[src/rtl/pulse_acq_ctrl.sv]
// pulse_acq_ctrl: lidar acquisition sequencer. It synchronises the laser
// trigger, waits a programmed delay, and fires a one-cycle start to the
// range-bin FIFO stage. It then waits for the read-out and repeats for the
// programmed pulse count. It also tracks missed triggers and read-out timeouts.
module pulse_acq_ctrl #(
    parameter int unsigned DLY_W       = 16,
    parameter int unsigned CNT_W       = 16,
    parameter int unsigned TIMEOUT_CYC = 65536
) (
    input  logic             clk,
    input  logic             rst,
    input  logic             trig_in,
    input  logic             arm,
    input  logic             abort,
    input  logic [DLY_W-1:0] cfg_delay,
    input  logic [CNT_W-1:0] cfg_pulses,
    input  logic             fifo_data_valid,
    output logic             start_out,
    output logic             busy,
    output logic             done,
    output logic [CNT_W-1:0] pulse_idx,
    output logic [CNT_W-1:0] missed_cnt,
    output logic             err_timeout
);

    localparam int unsigned TW = $clog2(TIMEOUT_CYC) + 1;
    localparam logic [TW-1:0] TO_LAST = TW'(TIMEOUT_CYC - 1);

    typedef enum logic [5:0] {
        IDLE      = 6'b000001,
        WAIT_TRIG = 6'b000010,
        DELAY     = 6'b000100,
        FIRE      = 6'b001000,
        WAIT_READ = 6'b010000,
        DONE      = 6'b100000
    } state_t;

    state_t           state_q, state_d;
    logic             trig_s1_q, trig_s1_d;
    logic             trig_s2_q, trig_s2_d;
    logic             trig_s3_q, trig_s3_d;
    logic [DLY_W-1:0] dly_l_q, dly_l_d;
    logic [CNT_W-1:0] npul_l_q, npul_l_d;
    logic [DLY_W-1:0] dcnt_q, dcnt_d;
    logic [TW-1:0]    tcnt_q, tcnt_d;
    logic             seen_valid_q, seen_valid_d;
    logic [CNT_W-1:0] pulse_idx_q, pulse_idx_d;
    logic [CNT_W-1:0] missed_cnt_q, missed_cnt_d;
    logic             err_timeout_q, err_timeout_d;
    logic             start_out_q, start_out_d;
    logic             done_q, done_d;
    logic             busy_q, busy_d;

    logic             trig_rise;
    logic [CNT_W-1:0] pulse_inc;
    logic [TW-1:0]    tcnt_inc;

    assign trig_rise = trig_s2_q & ~trig_s3_q;
    assign pulse_inc = pulse_idx_q + 1'b1;
    assign tcnt_inc  = tcnt_q + 1'b1;

    // Register every piece of state; asynchronous reset returns all to idle values.
    always_ff @(posedge clk or posedge rst) begin
        if (rst) begin
            state_q       <= IDLE;
            trig_s1_q     <= 1'b0;
            trig_s2_q     <= 1'b0;
            trig_s3_q     <= 1'b0;
            dly_l_q       <= '0;
            npul_l_q      <= '0;
            dcnt_q        <= '0;
            tcnt_q        <= '0;
            seen_valid_q  <= 1'b0;
            pulse_idx_q   <= '0;
            missed_cnt_q  <= '0;
            err_timeout_q <= 1'b0;
            start_out_q   <= 1'b0;
            done_q        <= 1'b0;
            busy_q        <= 1'b0;
        end else begin
            state_q       <= state_d;
            trig_s1_q     <= trig_s1_d;
            trig_s2_q     <= trig_s2_d;
            trig_s3_q     <= trig_s3_d;
            dly_l_q       <= dly_l_d;
            npul_l_q      <= npul_l_d;
            dcnt_q        <= dcnt_d;
            tcnt_q        <= tcnt_d;
            seen_valid_q  <= seen_valid_d;
            pulse_idx_q   <= pulse_idx_d;
            missed_cnt_q  <= missed_cnt_d;
            err_timeout_q <= err_timeout_d;
            start_out_q   <= start_out_d;
            done_q        <= done_d;
            busy_q        <= busy_d;
        end
    end

    // Next-state, counters and registered outputs; abort overrides all transitions.
    always_comb begin
        state_d       = state_q;
        trig_s1_d     = trig_in;
        trig_s2_d     = trig_s1_q;
        trig_s3_d     = trig_s2_q;
        dly_l_d       = dly_l_q;
        npul_l_d      = npul_l_q;
        dcnt_d        = dcnt_q;
        tcnt_d        = tcnt_q;
        seen_valid_d  = seen_valid_q;
        pulse_idx_d   = pulse_idx_q;
        missed_cnt_d  = missed_cnt_q;
        err_timeout_d = err_timeout_q;

        if (trig_rise && (state_q inside {DELAY, FIRE, WAIT_READ, DONE}) &&
            (missed_cnt_q != '1)) begin
            missed_cnt_d = missed_cnt_q + 1'b1;
        end

        case (state_q)
            IDLE: begin
                if (arm) begin
                    dly_l_d       = cfg_delay;
                    npul_l_d      = (cfg_pulses == '0) ? CNT_W'(1) : cfg_pulses;
                    pulse_idx_d   = '0;
                    missed_cnt_d  = '0;
                    err_timeout_d = 1'b0;
                    state_d       = WAIT_TRIG;
                end
            end
            WAIT_TRIG: begin
                if (trig_rise) begin
                    dcnt_d  = '0;
                    state_d = DELAY;
                end
            end
            DELAY: begin
                if (dcnt_q == dly_l_q) begin
                    state_d = FIRE;
                end else begin
                    dcnt_d = dcnt_q + 1'b1;
                end
            end
            FIRE: begin
                seen_valid_d = 1'b0;
                tcnt_d       = '0;
                state_d      = WAIT_READ;
            end
            WAIT_READ: begin
                if (fifo_data_valid) begin
                    seen_valid_d = 1'b1;
                end
                if (seen_valid_q && !fifo_data_valid) begin
                    pulse_idx_d = pulse_inc;
                    state_d     = (pulse_inc == npul_l_q) ? DONE : WAIT_TRIG;
                end else begin
                    tcnt_d = tcnt_inc;
                    if (tcnt_inc >= TO_LAST) begin
                        err_timeout_d = 1'b1;
                        state_d       = IDLE;
                    end
                end
            end
            DONE: begin
                state_d = IDLE;
            end
            default: begin
                state_d = IDLE;
            end
        endcase

        if (abort && (state_q != IDLE)) begin
            state_d       = IDLE;
            pulse_idx_d   = pulse_idx_q;
            err_timeout_d = err_timeout_q;
        end

        start_out_d = (state_d == FIRE);
        done_d      = (state_d == DONE);
        busy_d      = (state_d != IDLE);
    end

    assign start_out   = start_out_q;
    assign busy        = busy_q;
    assign done        = done_q;
    assign pulse_idx   = pulse_idx_q;
    assign missed_cnt  = missed_cnt_q;
    assign err_timeout = err_timeout_q;

endmodule

[config.mk]
export PLATFORM = sky130hd
export DESIGN_NAME = pulse_acq_ctrl
export DESIGN_NICKNAME = d
export VERILOG_FILES = /design/src/rtl/pulse_acq_ctrl.sv
export SDC_FILE = /design/constraint.sdc
export NUM_CORES = 1
export LEC_CHECK = 0
export CAP_MARGIN = 20
export CORE_ASPECT_RATIO = 0.7
export CORE_MARGIN = 5
export CORE_UTILIZATION = 42
export DETAILED_ROUTE_END_ITERATION = 7
export DONT_BUFFER_PORTS = 1
export HOLD_SLACK_MARGIN = 0.06
export MAX_ROUTING_LAYER = met4
export PLACE_DENSITY = 0.57
export REMOVE_ABC_BUFFERS = 1
export SLEW_MARGIN = 20
export SYNTH_ARGS = -nofsm -noshare
export SYNTH_HDL_FRONTEND = slang
export SYNTH_SLANG_ARGS = --single-unit
[constraint.sdc]
create_clock -name clk -period 4.86 [get_ports clk]
set_clock_uncertainty 0.05 [all_clocks]
set_input_delay 0.972 -clock clk [delete_from_list [all_inputs] [get_ports clk]]
set_output_delay 0.972 -clock clk [all_outputs]
set_load 0.01 [all_outputs]
# ---- Word level (Yosys, flattened, before mapping)
# Cells that the tools add are included.
dict set report word_totals {
  elab_cells 85
  out_inout_bits 36
  regBits 111
}
dict set report classes {
  addsub 4
  eq_ne 20
  bitwise 3
  n_mux 26
  reduce_logical 16
  magnitude_cmp 1
}
# op n
set op_table {}
lappend op_table {{$mux W16} 8}
lappend op_table {{$pmux W16 S2} 2}
lappend op_table {{$add A16 B1 Y16 const B} 3}
lappend op_table {{$mux W6} 7}
lappend op_table {{$pmux W17 S2} 1}
lappend op_table {{$eq A16 B16 Y1} 2}
lappend op_table {{$pmux W6 S5} 1}
lappend op_table {{$add A17 B1 Y17 const B} 1}
lappend op_table {{$ge A17 B16 Y1 const B} 1}
lappend op_table {{$mux W17} 1}
lappend op_table {{$logic_not A16 Y1} 1}
lappend op_table {{$ne A16 B16 Y1 const B} 1}
lappend op_table {{$eq A6 B4 Y1 const B} 2}
lappend op_table {{$eq A6 B6 Y1 const B} 2}
lappend op_table {{$ne A6 B1 Y1 const B} 2}
lappend op_table {{$ne A2 B2 Y1 const B} 5}
lappend op_table {{$eq A6 B1 Y1 const B} 1}
lappend op_table {{$eq A6 B2 Y1 const B} 1}
lappend op_table {{$eq A6 B3 Y1 const B} 1}
lappend op_table {{$eq A6 B5 Y1 const B} 1}
lappend op_table {{$reduce_and A2 Y1} 3}
lappend op_table {{$reduce_bool A2 Y1} 3}
lappend op_table {{$reduce_and A5 Y1} 1}
lappend op_table {{$logic_and A1 B1 Y1} 4}
lappend op_table {{other kinds (9)} 15}

# ---- Logic depth before layout (Yosys ltp)
dict set report logic_depth {
  ltp_word 7
  ltp_mapped 8
  ltp_nobuf 8
}

# ---- Least setup slack after synthesis
# No wires, ideal clock.
dict set report synth_path {
  path_kind {register to register}
  startpoint {register pulse_idx_q[5], in the netlist pulse_idx[5]}
  endpoint {register state_q[1]}
  setup_slack_ns 2.582
  path_stages_with_launch 8
  synth_period_minus_slack_ns 2.278
  path_buffers 1
  arrival_time_ns 2.087
  setup_ns 0.141
  path_cell_list {dfrtp_1 clkbuf_1 nand3_1 nor4_1 xnor2_1 o2111ai_1 nor4b_1 o22ai_1}
}
dict set report synth_via {
  elab_chain_cells 6
}
# element line_no
set synth_rtl {}
lappend synth_rtl {{from (decl)} 47} ;# logic [CNT_W-1:0] pulse_idx_q, pulse_idx_d;
lappend synth_rtl {{from (signal assigned)} 90} ;# pulse_idx_q <= pulse_idx_d;
lappend synth_rtl {{$add A16 B1 Y16} 59} ;# assign pulse_inc = pulse_idx_q + 1'b1;
lappend synth_rtl {{$eq A16 B16 Y1} 154} ;# state_d = (pulse_inc == npul_l_q) ? DONE : WAIT_TRIG;
lappend synth_rtl {{$mux W6} 154}
lappend synth_rtl {{$mux W6} 152} ;# if (seen_valid_q && !fifo_data_valid) begin
lappend synth_rtl {{$pmux W6 S5} 119} ;# case (state_q)
lappend synth_rtl {{$mux W6} 171} ;# if (abort && (state_q != IDLE)) begin
lappend synth_rtl {{via state_d[1]} 38} ;# state_t state_q, state_d;
lappend synth_rtl {{to (signal assigned)} 81} ;# state_q <= state_d;
lappend synth_rtl {{to (decl)} 38}
# The timed path passes the listed nets, and every way through them passes these cells.
# A chain may end at the register's enable or synchronous reset.

# ---- Final worst setup path
dict set report layout_path {
  startpoint {register pulse_idx_q[2], in the netlist pulse_idx[2]}
  endpoint {register state_q[1]}
}
# Same word-level chain as after synthesis.

==> flow_summary.yaml <==
status:
  status: "finished, final reports clean"
detailed_routing:
  num_vias: 4902
  drt_iter0_markers: 318
  ant_nets: 0
  first_pass_iters: 5
  routed_via_density: 5.693
  drc: 0
  wl_um: 15250
  wl_per_cell_um: 17.72
timing:
  setup_ws_ns: 2.068
  rsz0062_at_grt: "no"
  max_freq_mhz: 358.2
  fin_crit_ns: 2.792
  worst_pin_slew_ns: 0.9359
  hold_viol: 0
  relSlewSlack: 0.3737
  tns_ns: 0
  drv_slew: 0
  finalCritPeriodShare: 0.5745
  hold-worst-slack_ns: 0.3051
  setup_viol: 0
cts:
  clock_latency_ns: 0.35
  hold_buffers: 0
  clkTransAtPathRegs_ns: 0.08
  numCtsBuffers: 9
  cts_setup_buffers: 0
  htree_num_levels: 3
  cts_num_sinks: 111
  clockBufferDepth: 2
  cts_tree: "built"
  cts_root_buf: "clkbuf_16"
  post_cts_resized: 0
synth:
  synthTopCellsByCount: "dfrtp_1, nand2_1, nor2_1, xnor2_1, o21ai_0"
  ys_ff_latch: 111
  syn_area_per_cell_um2: 8.968
  synth_area_mm2: 0.006116
  synth_cells: 682
  ys_types: 60
  ys.warnings.count: 0
  synth_edf_count: 0
  yosys.area.top_type_share: 0.4501
  synth.most_common_cell: "dfrtp_1"
  synthTopCellsByArea: "dfrtp_1, xnor2_1, nand2_1"
  ys_seq_area_frac: 0.4544
  postSynth.asyncResetShare: 1.000
  synth_flop_cell: "dfrtp_1"
  synth_top_area_cell: "dfrtp_1"
pwr:
  power_frac_comb: 0.226
  switching_share: 0.3179
  p_sw_w: 0.0007929
  seq_power_share: 0.481
  total_leakage_power_nw: 2.751
  p_int_w: 0.001702
  vdd_ir_drop_max_mv: 0.1768
  clock_power_share: 0.293
  power.density_mw_per_mm2: 379.4
placed_design:
  place_area_mm2: 0.006284
  hpwl_um: 10910
  place_ws_ns: 2.043
  place_congestion: 0.8329
  port_buffers: 0
cells_and_area:
  drive_gt1_frac: 0.05365
  nets: 709
  finalCoreUtilization: 0.4664
  postLayoutCellArea_mm2: 0.006575
  nFillCells: 1372
  area_growth_syn_to_layout_pct: 7.508
  antenna_cells: 0
worst_setup_path:
  cp_data_required_time_ns: 5.02
  worst-endpoint-arrival_ns: 2.95
  path_class: "register to register"
  critPathMaxFanout: 12
  startpoint_type: "register"
  end_kind: "register"
floorplan:
  die_h_um: 111.0
  die-width_um: 154.2
  start_util: 0.4338
  design.die.area_mm2: 0.01711
  rows: 36
  core_mm2: 0.01410
  ios: 74
global_routing:
  grt_start_max_net_pins: 73
  grt_pass1_wl_um: 25380
  grt_usage: 0.1860
  antenna_found_initial: 0
  grt_pass1_vias: 4787
  overflow: 0
worst_hold_path:
  min_path_type: "register to register"
run:
  cap_violations: 0
## layout make-up
cell class / count / area, um^2 / area share
Timing Repair Buffer: 9 / 65.06 / 0.009895
Tap cell: 190 / 237.7 / 0.03616
Sequential cell: 111 / 2779 / 0.4226
Inverter: 12 / 47.55 / 0.007231
Clock buffer: 11 / 252.7 / 0.03844
Clock inverter: 5 / 38.79 / 0.005899
Multi-Input combinational cell: 523 / 3154 / 0.4797
## cell families (layout without fill, tap and decap cells)
group / count (synthesis) / count (layout) / share of synthesized area
compound gates: 143 / 143 / 0.1565
mux: 3 / 3 / 0.005115
simple gates: 312 / 312 / 0.2557
xor+xnor: 60 / 60 / 0.08818
fa+ha+maj: 5 / 5 / 0.01023
buf+inv: 48 / 37 / 0.02987
flops: 111 / 111 / 0.4544
## routing by layer
layer  vias to the layer above  part of all wire  wire length [um]  global-route usage
met5                         -                 0                 0                   -
met4                         0            0.0097               148             0.03824
met3                        15             0.072              1104             0.05735
met2                       107              0.43              6606              0.2657
met1                      2368              0.48              7393              0.2621
li1                       2412                 -                 -                   -
## final timing paths
check / startpoint / end / slack (ns) / cells after the start
setup / recovery: pulse_idx[2] / state_q[1] / 2.07 / 6
hold / removal: trig_s1_q / trig_s2_q / 0.31 / 0
setup reg to reg: pulse_idx[2] / state_q[1] / 2.07 / 6
hold reg to reg: trig_s1_q / trig_s2_q / 0.31 / 0
max in group asynchronous: rst / pulse_idx[5] / 3.03 / 2
min in group asynchronous: rst / missed_cnt[5] / 0.63 / 1
## state kept, by name, summed over array words and instances (netlist names)
| signal | cells |
|---|---|
| err_timeout | 1 |
| trig_s2_q | 1 |
| pulse_idx | 16 |
| dly_l_q | 16 |
| start_out | 1 |
| trig_s3_q | 1 |
| done | 1 |
| npul_l_q | 16 |
| missed_cnt | 16 |
| state_q | 6 |
| dcnt_q | 16 |
| trig_s1_q | 1 |
| busy | 1 |
| seen_valid_q | 1 |
| tcnt_q | 17 |
## placed cells by master (no fill, tap or decap), drive strengths merged, types with 17 or more instances in the layout
cell type  instances
nor2              54
o21ai             43
xnor2             51
a22o              17
nand3             28
nand4             17
a21oi             25
nand2            109
nor4              18
dfrtp            110
nor3              19
## worst max-delay path, stage by stage, from the launching register on
cell	delay, ns
dfrtp_1	0.61
nand4_1	0.41
nor4_1	0.61
xnor2_1	0.19
o2111ai_1	0.13
nor4b_1	0.50
o22ai_1	0.13
## metrics by stage
| step | total power [W] | std cells |
|---|---|---|
| floorplan | 0.001617 | 646 |
| global placement | 0.001772 | 844 |
| detailed placement | 0.001784 | 845 |
| CTS | 0.002523 | 861 |
| global route | 0.002648 | 861 |
| finish | 0.002495 | 861 |
## power groups by stage
stage               Combinational, W  Clock, W  Sequential (W)
CTS                         0.000569  0.000753         0.00120
floorplan                   0.000438         0         0.00118
global placement            0.000555         0         0.00122
global route                0.000637  0.000790         0.00122
finish                      0.000563  0.000730         0.00120
detailed placement          0.000568         0         0.00122
Note: power is estimated with default switching activity, not from simulation.
